--- config.mk ---
export PLATFORM = sky130hd
export DESIGN_NAME = sliced_alu_exec
export DESIGN_NICKNAME = d
export VERILOG_FILES = /design/src/rtl/sliced_alu_exec.sv
export SDC_FILE = /design/constraint.sdc
export NUM_CORES = 1
export LEC_CHECK = 0
export BUFFER_PORTS_ARGS = -buffer_cell sky130_fd_sc_hd__buf_2
export CORE_MARGIN = 2
export CORE_UTILIZATION = 40
export DETAILED_ROUTE_END_ITERATION = 16
export PLACE_DENSITY = 0.66
export SETUP_SLACK_MARGIN = 0.02
export SLEW_MARGIN = 20
export SYNTH_ARGS = -nofsm -noshare
export SYNTH_HDL_FRONTEND = slang
export SYNTH_SLANG_ARGS = --single-unit
--- constraint.sdc ---
create_clock -name i_clk -period 4.4 [get_ports i_clk]
set_clock_uncertainty 0.15 [all_clocks]
set_input_delay 0.88 -clock i_clk [delete_from_list [all_inputs] [get_ports i_clk]]
set_output_delay 0.88 -clock i_clk [all_outputs]
set_load 0.005 [all_outputs]
--- src/rtl/sliced_alu_exec.sv ---
// Multi-cycle execute unit: ADD/SUB/AND/OR/XOR computed SLICE_WIDTH bits per cycle, LSB slice first.
// Optional signed-overflow output enabled by defining SLICED_ALU_OVF_EN.
module sliced_alu_exec #(
    parameter int DATA_WIDTH  = 64,
    parameter int SLICE_WIDTH = 16,
    parameter int OP_WIDTH    = 4
) (
    input  logic                  i_clk,
    input  logic                  i_rst,
    input  logic                  i_valid,
    output logic                  o_ready,
    input  logic [OP_WIDTH-1:0]   i_ALU_Operation,
    input  logic [DATA_WIDTH-1:0] i_src_a,
    input  logic [DATA_WIDTH-1:0] i_src_b,
    output logic                  o_valid,
    input  logic                  i_ready,
    output logic [DATA_WIDTH-1:0] o_result,
    output logic                  o_zero,
    output logic                  o_carry,
    output logic                  o_illegal
`ifdef SLICED_ALU_OVF_EN
    ,
    output logic                  o_overflow
`endif
);

    localparam int N  = DATA_WIDTH / SLICE_WIDTH;
    localparam int CW = (N + 1 > 2) ? $clog2(N + 1) : 1;

    localparam logic [OP_WIDTH-1:0] OP_ADD = OP_WIDTH'(1);
    localparam logic [OP_WIDTH-1:0] OP_SUB = OP_WIDTH'(2);
    localparam logic [OP_WIDTH-1:0] OP_AND = OP_WIDTH'(3);
    localparam logic [OP_WIDTH-1:0] OP_OR  = OP_WIDTH'(4);
    localparam logic [OP_WIDTH-1:0] OP_XOR = OP_WIDTH'(5);

    generate
        if (DATA_WIDTH % SLICE_WIDTH != 0) begin : g_width_check
            $error("sliced_alu_exec: DATA_WIDTH must be a multiple of SLICE_WIDTH");
        end
    endgenerate

    typedef enum logic [1:0] {S_IDLE, S_EXEC, S_DONE} state_t;

    state_t                state_reg, state_next;
    logic [CW-1:0]         cnt_reg, cnt_next;
    logic [DATA_WIDTH-1:0] a_reg, a_next;
    logic [DATA_WIDTH-1:0] b_reg, b_next;
    logic [OP_WIDTH-1:0]   op_reg, op_next;
    logic [DATA_WIDTH-1:0] res_reg, res_next;
    logic                  cin_reg, cin_next;
    logic                  zero_reg, zero_next;
    logic                  carry_reg, carry_next;
    logic                  illegal_reg, illegal_next;
`ifdef SLICED_ALU_OVF_EN
    logic                  ovf_reg, ovf_next;
`endif

    logic [SLICE_WIDTH-1:0] a_slices [N];
    logic [SLICE_WIDTH-1:0] b_slices [N];

    genvar gi;
    generate
        for (gi = 0; gi < N; gi++) begin : g_slice
            assign a_slices[gi] = a_reg[gi*SLICE_WIDTH +: SLICE_WIDTH];
            assign b_slices[gi] = b_reg[gi*SLICE_WIDTH +: SLICE_WIDTH];
        end
    endgenerate

    logic [SLICE_WIDTH-1:0] a_sl, b_sl, b_eff, slice_res;
    logic [SLICE_WIDTH:0]   sum_ext;
    logic                   is_sub, is_arith, op_legal;

    always_comb begin
        is_sub   = (op_reg == OP_SUB);
        is_arith = (op_reg == OP_ADD) || is_sub;
        op_legal = is_arith || (op_reg == OP_AND) || (op_reg == OP_OR) || (op_reg == OP_XOR);

        a_sl = '0;
        b_sl = '0;
        for (int k = 0; k < N; k++) begin
            if (cnt_reg == CW'(k)) begin
                a_sl = a_slices[k];
                b_sl = b_slices[k];
            end
        end

        // SUB is A + ~B + 1; the +1 enters as the initial carry-in set at accept.
        b_eff   = is_sub ? ~b_sl : b_sl;
        sum_ext = {1'b0, a_sl} + {1'b0, b_eff} + (SLICE_WIDTH + 1)'(cin_reg);

        case (op_reg)
            OP_ADD, OP_SUB: slice_res = sum_ext[SLICE_WIDTH-1:0];
            OP_AND:         slice_res = a_sl & b_sl;
            OP_OR:          slice_res = a_sl | b_sl;
            OP_XOR:         slice_res = a_sl ^ b_sl;
            default:        slice_res = '0;
        endcase
    end

    always_comb begin
        state_next   = state_reg;
        cnt_next     = cnt_reg;
        a_next       = a_reg;
        b_next       = b_reg;
        op_next      = op_reg;
        res_next     = res_reg;
        cin_next     = cin_reg;
        zero_next    = zero_reg;
        carry_next   = carry_reg;
        illegal_next = illegal_reg;
`ifdef SLICED_ALU_OVF_EN
        ovf_next     = ovf_reg;
`endif

        case (state_reg)
            S_IDLE: begin
                if (i_valid) begin
                    a_next     = i_src_a;
                    b_next     = i_src_b;
                    op_next    = i_ALU_Operation;
                    cnt_next   = '0;
                    cin_next   = (i_ALU_Operation == OP_SUB);
                    state_next = S_EXEC;
                end
            end
            S_EXEC: begin
                // Counter value N is a finalize cycle that registers the status flags.
                if (cnt_reg == CW'(N)) begin
                    zero_next    = (res_reg == '0);
                    carry_next   = is_arith & cin_reg;
                    illegal_next = !op_legal;
`ifdef SLICED_ALU_OVF_EN
                    if (op_reg == OP_ADD)
                        ovf_next = (a_reg[DATA_WIDTH-1] == b_reg[DATA_WIDTH-1]) &&
                                   (res_reg[DATA_WIDTH-1] != a_reg[DATA_WIDTH-1]);
                    else if (is_sub)
                        ovf_next = (a_reg[DATA_WIDTH-1] != b_reg[DATA_WIDTH-1]) &&
                                   (res_reg[DATA_WIDTH-1] != a_reg[DATA_WIDTH-1]);
                    else
                        ovf_next = 1'b0;
`endif
                    state_next   = S_DONE;
                end else begin
                    for (int k = 0; k < N; k++) begin
                        if (cnt_reg == CW'(k))
                            res_next[k*SLICE_WIDTH +: SLICE_WIDTH] = slice_res;
                    end
                    cin_next = sum_ext[SLICE_WIDTH];
                    cnt_next = cnt_reg + CW'(1);
                end
            end
            S_DONE: begin
                if (i_ready)
                    state_next = S_IDLE;
            end
            default: state_next = S_IDLE;
        endcase
    end

    always_ff @(posedge i_clk) begin
        if (i_rst) begin
            state_reg   <= S_IDLE;
            cnt_reg     <= '0;
            a_reg       <= '0;
            b_reg       <= '0;
            op_reg      <= '0;
            res_reg     <= '0;
            cin_reg     <= 1'b0;
            zero_reg    <= 1'b1;
            carry_reg   <= 1'b0;
            illegal_reg <= 1'b0;
`ifdef SLICED_ALU_OVF_EN
            ovf_reg     <= 1'b0;
`endif
        end else begin
            state_reg   <= state_next;
            cnt_reg     <= cnt_next;
            a_reg       <= a_next;
            b_reg       <= b_next;
            op_reg      <= op_next;
            res_reg     <= res_next;
            cin_reg     <= cin_next;
            zero_reg    <= zero_next;
            carry_reg   <= carry_next;
            illegal_reg <= illegal_next;
`ifdef SLICED_ALU_OVF_EN
            ovf_reg     <= ovf_next;
`endif
        end
    end

    assign o_ready   = (state_reg == S_IDLE);
    assign o_valid   = (state_reg == S_DONE);
    assign o_result  = res_reg;
    assign o_zero    = zero_reg;
    assign o_carry   = carry_reg;
    assign o_illegal = illegal_reg;
`ifdef SLICED_ALU_OVF_EN
    assign o_overflow = ovf_reg;
`endif

endmodule
### After elaboration in Yosys (flattened, before gate mapping)

Cells that the tools add are included.

| cells by class | value |
|---|---|
| add/sub/neg operators | 3 |
| equal/unequal tests | 16 |
| multiplexer cells | 20 |
| bitwise gates (word level) | 6 |
| reduce and logical (&&, ||, !) cells | 18 |

Operators with widths:

| cell | number |
|---|---|
| 2-to-1 mux 16 bit | 9 |
| logical NOT 64 bit | 1 |
| case mux 16 bit (4 select lines) | 1 |
| AND reduction 3 bit | 6 |
| adder 16 x 16 -> 17 bit | 1 |
| adder 17 x 1 -> 17 bit | 1 |
| AND 16 bit | 1 |
| inverter 16 bit | 1 |
| bitwise OR 16 bit | 1 |
| bitwise XOR 16 bit | 1 |
| equality test 4 x 2 -> 1 bit (second input constant) | 3 |
| equality test 4 x 3 -> 1 bit (second input constant) | 2 |
| equality test 3 x 2 -> 1 bit (second input constant) | 2 |
| 2-to-1 mux 2 bit | 3 |
| 2-to-1 mux 3 bit | 2 |
| inequality test 2 bit (second input constant) | 3 |
| case mux 2 bit (3 select lines) | 1 |
| case mux 3 bit (2 select lines) | 1 |
| equality test 4 x 1 -> 1 bit (second input constant) | 1 |
| logical OR 1 bit | 4 |
| AND reduction 2 bit | 2 |
| adder 3 x 1 -> 3 bit (second input constant) | 1 |
| equality test 3 x 1 -> 1 bit (second input constant) | 1 |
| equality test 3 bit (second input constant) | 1 |
| 12 further kinds | 13 |

| word-level totals | value |
|---|---|
| flip-flop bits (word level) | 205 |
| bits of input ports | 136 |
| output and inout port bits | 69 |

### Longest topological paths before layout

Gate-level depths: netlist of the first run.

| depth | value |
|---|---|
| depth after elaboration | 11 |
| depth in mapped cells | 17 |

### Worst setup path before layout of the first run

Ideal clock, no wire load.

| timing path | value |
|---|---|
| path type | reg2reg |
| start | register cnt_reg[1] |
| end | register res_reg[62] (netlist: o_result[62]) |
| arrival time | 3.606 ns |
| setup slack | 0.573 ns |
| cell stages (with the launch flop) | 18 |
| clock period less this slack | 3.827 ns |
| path through | dfxtp_1 inv_1 ha_1 nor2b_1 buf_2 clkbuf_1 a221oi_1 nor3_1 a21oi_1 fa_1 inv_1 fa_1 a211oi_1 o21ai_2 a311oi_2 mux2i_1 o311ai_1 o21ai_1 |

| on the way | value |
|---|---|
| cells in the longest elaborated chain, start to end | 10 |
| elaborated cells between the ends (all ways) | 23 |
| classes of those cells | add/sub (2); eq/ne (4); mux (10); bitwise (5); reduce/logical (2) |

Ends and longest elaborated chain:

| what | RTL line | source |
|---|---|---|
| start, declared | 45 | `logic [CW-1:0] cnt_reg, cnt_next;` |
| start signal, assigned | 177 | `cnt_reg <= cnt_next;` |
| logical NOT 3 bit | 81 | `if (cnt_reg == CW'(k)) begin` |
| 2-to-1 mux 16 bit (4 in series) | 81 |  |
| inverter 16 bit | 88 | `b_eff = is_sub ? ~b_sl : b_sl;` |
| 2-to-1 mux 16 bit | 88 |  |
| adder 16 x 16 -> 17 bit | 89 | `sum_ext = {1'b0, a_sl} + {1'b0, b_eff} + (SLICE_WIDTH + 1)'(cin_reg);` |
| adder 17 x 1 -> 17 bit | 89 |  |
| case mux 16 bit (4 select lines) | 91 | `case (op_reg)` |
| end signal, assigned | 181 | `res_reg <= res_next;` |
| end, declared | 49 | `logic [DATA_WIDTH-1:0] res_reg, res_next;` |

Parallel ways exist; a longest one is shown, timed or not.
A chain may end at the register's enable or synchronous reset.

### Worst setup path after layout of the first run

| timing path | value |
|---|---|
| start | register cnt_reg[1] |
| end | register res_reg[30] (netlist: o_result[30]) |

The elaborated chain is that of the path after synthesis.

==> results of run 1 <==
layout make-up:
cell class              instances  area share
clock buffers                  29      0.0536
clock inverters                 9      0.0102
inverters                      40      0.0124
multi-input cells             953       0.450
flip-flops and latches        205       0.339
well taps                     324      0.0335
repair buffers                229       0.101
tightest hold or removal path, cell delays in order (launching register included):
cell and delay, ns:
dfxtp_1 0.31, nand2_1 0.05, a21oi_1 0.05
layer usage:
layer | global-route usage | routed length [um] | up-vias
met4 | 0.0583 | 749 | 0
met3 | 0.0312 | 2010 | 42
li1 | - | - | 4811
met5 | 0 | 0 | -
met1 | 0.331 | 14500 | 4526
met2 | 0.360 | 13600 | 341
layout by cell type, fill, tap and decap left out, types with 3 or more instances in the layout:
| cell type | synthesis | layout |
|---|---|---|
| a31oi_1 | 3 | 3 |
| a22oi_1 | 13 | 13 |
| and2_1 | 4 | 3 |
| buf_2 | 22 | 203 |
| a21oi_1 | 211 | 206 |
| a21o_1 | 3 | 3 |
| nor3_1 | 41 | 40 |
| nand4_1 | 7 | 7 |
| clkbuf_8 | 0 | 5 |
| nand2b_1 | 6 | 6 |
| nand2_1 | 286 | 285 |
| bufinv_16 | 0 | 3 |
| a221oi_1 | 33 | 32 |
| dfxtp_1 | 205 | 204 |
| xor2_1 | 5 | 4 |
| o21ai_0 | 40 | 40 |
| o21ai_1 | 15 | 15 |
| clkbuf_16 | 0 | 23 |
| mux2i_1 | 4 | 3 |
| nor2_1 | 89 | 88 |
| a21oi_2 | 8 | 13 |
| ha_1 | 52 | 51 |
| a211oi_2 | 2 | 3 |
| or3_1 | 3 | 3 |
| clkinv_2 | 0 | 5 |
| buf_4 | 2 | 25 |
| o211ai_1 | 4 | 4 |
| xnor2_1 | 21 | 21 |
| nand3b_1 | 3 | 3 |
| nand3_1 | 11 | 11 |
| nor4_1 | 18 | 18 |
| inv_1 | 40 | 40 |
| a211oi_1 | 34 | 33 |
worst min path at each step:
stage | from | endpoint | slack [ns] | cells past startpoint
after floorplan | a_reg[0]$_SDFFE_PP0P_ | a_reg[0]$_SDFFE_PP0P_ | 0.29 | 2
after global placement | a_reg[44]$_SDFFE_PP0P_ | a_reg[44]$_SDFFE_PP0P_ | 0.29 | 2
after detailed placement | a_reg[46]$_SDFFE_PP0P_ | a_reg[46]$_SDFFE_PP0P_ | 0.30 | 2
after CTS | a_reg[44]$_SDFFE_PP0P_ | a_reg[44]$_SDFFE_PP0P_ | 0.31 | 2
after global routing | a_reg[46]$_SDFFE_PP0P_ | a_reg[46]$_SDFFE_PP0P_ | 0.32 | 2
final | a_reg[10]$_SDFFE_PP0P_ | a_reg[10]$_SDFFE_PP0P_ | 0.30 | 2
where the power goes:
| group | internal [mW] | total (mW) | switching, mW |
|---|---|---|---|
| Sequential | 1.96 | 2.02 | 0.0690 |
| Clock | 1.21 | 1.95 | 0.746 |
| Combinational | 0.294 | 0.780 | 0.486 |
| Total | 3.46 | 4.76 | 1.30 |
cells by family (layout without fill, tap and decap cells):
group / after synthesis / count (layout) / synth area share
buffers and inverters: 139 / 307 / 0.0563
adder cells (fa/ha/maj): 54 / 54 / 0.0689
multiplexers: 5 / 5 / 0.00512
XOR/XNOR: 26 / 26 / 0.0227
AND/OR/NAND/NOR: 485 / 485 / 0.208
AO/OA/AOI/OAI: 383 / 383 / 0.229
flip-flops: 205 / 205 / 0.409
repair_timing:
item	4_1_cts	5_1_grt
endpoints found under the setup margin	0	38
buffers inserted	0	1
gates resized for setup	0	11
==> run summary, run 1 <==
Max Fanout on Critical Path: 4
final setup violating endpoints: 0
Setup Slack @ Placement: 0.114 ns
non-filler cells, final: 1789
critical path depth: 16
CTS tree: built
placed cell count: 1750
first-pass GRT wire length: 48.2 mm
status: finished, final reports clean
diodes inserted: 0
Slew HR: 0.337
number of global-route vias before repair: 8825
gpl congestion: 0.873
DRC: 0
Synthesized Nets: 1487
total gr overflow: 0
Skew-Pair Late Insertion Delay: 0.50 ns
register area share after synthesis: 0.409
Slew Viols, Final: 0
WS Path Type: reg -> reg
crit path DAT: 4.41 ns
final core occ: 0.495
top-count cell post-synth: nand2_1
Die X: 162 um
Fin. Hold Viols: 0
Syn Inst Count: 1297
area of the multi-input gates: 0.00544 mm2
Root Buffer: clkbuf_16
first drt pass iteration count: 5
detailed-placement wirelength estimate: 22.4 mm
number of H-tree levels: 1
initial drt markers: 850
unrepaired setup endpoints after global routing: false
CP peak stage delay: 0.49 ns
WL per Instance: 17.2 um
fin crit share: 0.940
CTS sink cnt: 205
Post-synth EDFFs: 0
fill count: 2429
main area contributors after synthesis: dfxtp_1 (41%), nand2_1 (11%), a21oi_1 (11%), ha_1 (6.5%), nor2_1 (3.3%)
die area: 0.0263 mm2
critical path launch point type: flop
Primary FF master, synth: dfxtp_1
final net count: 1642
Synth cell types: 60
biggest area consumer among synthesized cells: dfxtp_1
Clock Path Buffers: 3
Placed Area: 0.0113 mm2
CP Cell Sequence: inv_1, ha_1, nor2b_2, a221oi_1, nor3_1, a21oi_2, xor2_2, fa_1, inv_1, fa_1, a211oi_2, o21ai_2, a311oi_2, mux2i_1, o311ai_2, o21ai_1
Pwr Density: 393 mW/mm2
end of the critical path: o_result[30]$_SDFFE_PP0P_
# hold bufs at CTS: 0
Clock transition at path regs: 0.06 ns
area occupied by registers: 0.00411 mm2
FF-to-FF path depth: 16
die span in y: 162 um
slowest stage cell, crit path: fa_1
fin crit period: 4.13 ns
family with the most delay on the worst path: compound AO/OA/AOI/OAI gates
static leakage: 5.27 nW
worst r2r src: cnt_reg[1]$_SDFFE_PP0P_
setup TNS: 0 ns
Max Freq: 242 MHz
core area: 0.0245 mm2
Final Power: 4.76 mW
Max-Cap Viols: 0
overall routing resource usage: 0.229
row count: 57
Synth Register Bits: 205
Worst R2R Setup Slack: 0.27 ns
post-synthesis async set-or-reset flop share: 0
Layout area overhead: 20.7%
Starting Density: 0.410
Ys Warns: 0
vias per cell: 5.43
worst setup path start: cnt_reg[1]$_SDFFE_PP0P_
fin worst setup slack: 0.266 ns
Mapped Area: 0.0100 mm2
top cells by count, synth: nand2_1 (286), a21oi_1 (211), dfxtp_1 (205)
PortBufs: 204
buffers plus inverters on the worst setup path: 2
DRT Wirelength: 30.8 mm
worst hold slack: 0.304 ns
largest net degree at the start of global routing: 112
Critical Path End Type: flop
reg-to-reg endpoint: o_result[30]$_SDFFE_PP0P_
maximum VDD drop: 0.252 mV
io pins: 205
Worst-Margin Slew: 0.989 ns
Routed Antenna Nets: 0
Vias: 9720
area share of the largest cell type after synthesis: 0.409
Syn Area/Cell: 7.73 um2
antenna violations before repair: 0
HP Class: reg -> reg
CTS buffer count: 23
required time worst endpoint: 4.68 ns
layout cells sized above 1: 0.210
Final Cell Area: 0.0121 mm2
(Power assumes the default switching activity.)
==> inputs of run 2 (changes only) <==
--- a/config.mk
+++ b/config.mk
@@ -5,6 +5,7 @@
 export SDC_FILE = /design/constraint.sdc
 export NUM_CORES = 1
 export LEC_CHECK = 0
+export ABC_AREA = 1
 export BUFFER_PORTS_ARGS = -buffer_cell sky130_fd_sc_hd__buf_2
 export CORE_MARGIN = 2
 export CORE_UTILIZATION = 40
==> run summary, run 2 <==
status: finished, final reports clean
Layout area overhead: 18.6%
non-filler cells, final: 2098
fill count: 2729
Max Fanout on Critical Path: 35
diodes inserted: 0
Slew HR: 0.304
Adder-Cell Fraction of Synth Area: 0.0639
mux contribution to synthesized area: 0
Synthesized Nets: 1771
Mapped Area: 0.0108 mm2
crit path DAT: 4.15 ns
register area share after synthesis: 0.380
commonest non-fill, non-tap cell in the layout: nor2_1
area share of the largest cell type after synthesis: 0.380
HP Class: reg -> reg
Max Freq: 258 MHz
top-count cell post-synth: nor2_1
die span in y: 168 um
Final Cell Area: 0.0128 mm2
Placed Area: 0.0120 mm2
Pwr Density: 407 mW/mm2
CTS sink cnt: 205
number of global-route vias before repair: 9609
CTS tree: built
Clock transition at path regs: 0.06 ns
post-CTS setup repair buffer count: 0
initial drt markers: 956
Root Buffer: clkbuf_16
core area: 0.0267 mm2
layout cells sized above 1: 0.166
slowest stage cell, crit path: dfxtp_1
row count: 60
Starting Density: 0.404
top cells by count, synth: nor2_1 (313), nand2_1 (212), dfxtp_1 (205)
CTS buffer count: 23
post-synthesis xor/xnor area fraction: 0.0130
Synth Area in Compound Gates: 0.168
detailed-placement wirelength estimate: 23.9 mm
WL per Instance: 15.1 um
Worst-Margin Slew: 1.04 ns
io pins: 205
Slew Viols, Final: 0
placed cell count: 2056
critical path launch point type: flop
CP peak stage delay: 0.34 ns
final core occ: 0.479
family with the most delay on the worst path: simple AND/OR/NAND/NOR gates
total gr overflow: 0
Synth Register Bits: 205
most frequent cells in the layout: nor2_1 (313), nand2_1 (211), dfxtp_1 (205), buf_2 (205), inv_1 (202)
biggest area consumer among synthesized cells: dfxtp_1
Clock Path Buffers: 3
CP Cell Sequence: ha_1, ha_1, inv_1, buf_4, buf_4, o211ai_1, nand2_1, xor2_1, ha_1, nand2_1, nand2_1, nand2_1, nand3_1, or2_2, nand3_1, nand2_1, o21ai_0, inv_1
gpl congestion: 0.909
buffers plus inverters on the worst setup path: 4
antenna violations before repair: 0
overall routing resource usage: 0.220
Resized Gates After CTS: 0
Most common cell on crit path: nand2_1
die area: 0.0284 mm2
WS Path Type: reg -> reg
fin worst setup slack: 0.522 ns
final setup violating endpoints: 0
first drt pass iteration count: 5
main area contributors after synthesis: dfxtp_1 (38%), nor2_1 (11%), o21ai_0 (8.1%), nand2_1 (7.4%), inv_1 (7.0%)
required time worst endpoint: 4.67 ns
Vias: 10600
maximum VDD drop: 0.270 mV
Critical Path End Type: flop
Final Power: 5.22 mW
post-synthesis simple-gate area fraction: 0.261
setup TNS: 0 ns
# hold bufs at CTS: 0
Setup Slack @ Placement: 0.582 ns
Fin. Hold Viols: 0
DRT Wirelength: 31.8 mm
worst hold slack: 0.296 ns
Primary FF master, synth: dfxtp_1
fin crit period: 3.88 ns
Syn Inst Count: 1581
final net count: 1930
fin crit share: 0.881
Syn Area/Cell: 6.84 um2
vias per cell: 5.04
largest net degree at the start of global routing: 94
Die X: 168 um
Routed Antenna Nets: 0
Skew-Pair Late Insertion Delay: 0.53 ns
main combinational cell family by area after synthesis: simple AND/OR/NAND/NOR gates
Max-Cap Viols: 0
DRC: 0
PortBufs: 204
unrepaired setup endpoints after global routing: false
number of H-tree levels: 1
Ys Warns: 0
Synth cell types: 38
post-synthesis async set-or-reset flop share: 0
static leakage: 6.53 nW
first-pass GRT wire length: 50.1 mm
Post-synth EDFFs: 0
run 2: cell types whose count changed in the layout (fill, tap and decap cells not counted), moves of 33 or more:
cell	change
nand2_1	-74
a211oi_1	-33
inv_1	+162
nand3_1	+94
nor2_1	+225
o21ai_0	+135
nor3_1	-37
a21oi_1	-116
run 2: logic make-up after synthesis:
family / Yosys count
fa+ha+maj: 54
buf+inv: 304
compound gates: 327
flops: 205
xor+xnor: 16
simple gates: 675
run 2: report_power, final:
part / leakage (nW) / switching [mW] / internal [mW]
combinational: 4.43 / 0.701 / 0.372
clock: 0.408 / 0.796 / 1.29
sequential: 1.69 / 0.0721 / 1.99
run 2: worst paths after layout:
kind                           startpoint  slack (ns)                       end  cells after the start
hold reg to reg    a_reg[46]$_SDFFE_PP0P_        0.30    a_reg[46]$_SDFFE_PP0P_                      2
setup / recovery  cnt_reg[0]$_SDFFE_PP0P_        0.52  o_result[5]$_SDFFE_PP0P_                     18
hold / removal     a_reg[46]$_SDFFE_PP0P_        0.30    a_reg[46]$_SDFFE_PP0P_                      2
setup reg to reg  cnt_reg[0]$_SDFFE_PP0P_        0.52  o_result[5]$_SDFFE_PP0P_                     18
run 2: per-layer routing:
| metal | up-vias | GRT usage | routed length (um) |
|---|---|---|---|
| li1 | 5388 | - | - |
| met1 | 4798 | 0.304 | 14700 |
| met2 | 337 | 0.357 | 14200 |
| met3 | 55 | 0.0280 | 1810 |
| met4 | 0 | 0.0716 | 1010 |
| met5 | - | 0 | 0 |
run 2: area by class of cell:
type / count / area [um2] / share of cell area
clock buffer: 33 / 663 / 0.0517
clock inverter: 9 / 164 / 0.0128
inverter: 217 / 816 / 0.0637
multi-input combinational: 1072 / 5470 / 0.427
sequential: 205 / 4100 / 0.320
tap: 341 / 427 / 0.0333
timing repair buffer: 221 / 1170 / 0.0914
run 2: tightest hold or removal path: stages (launching register included):
cell and delay (ns):
dfxtp_1 0.30, inv_1 0.05, a21oi_1 0.05
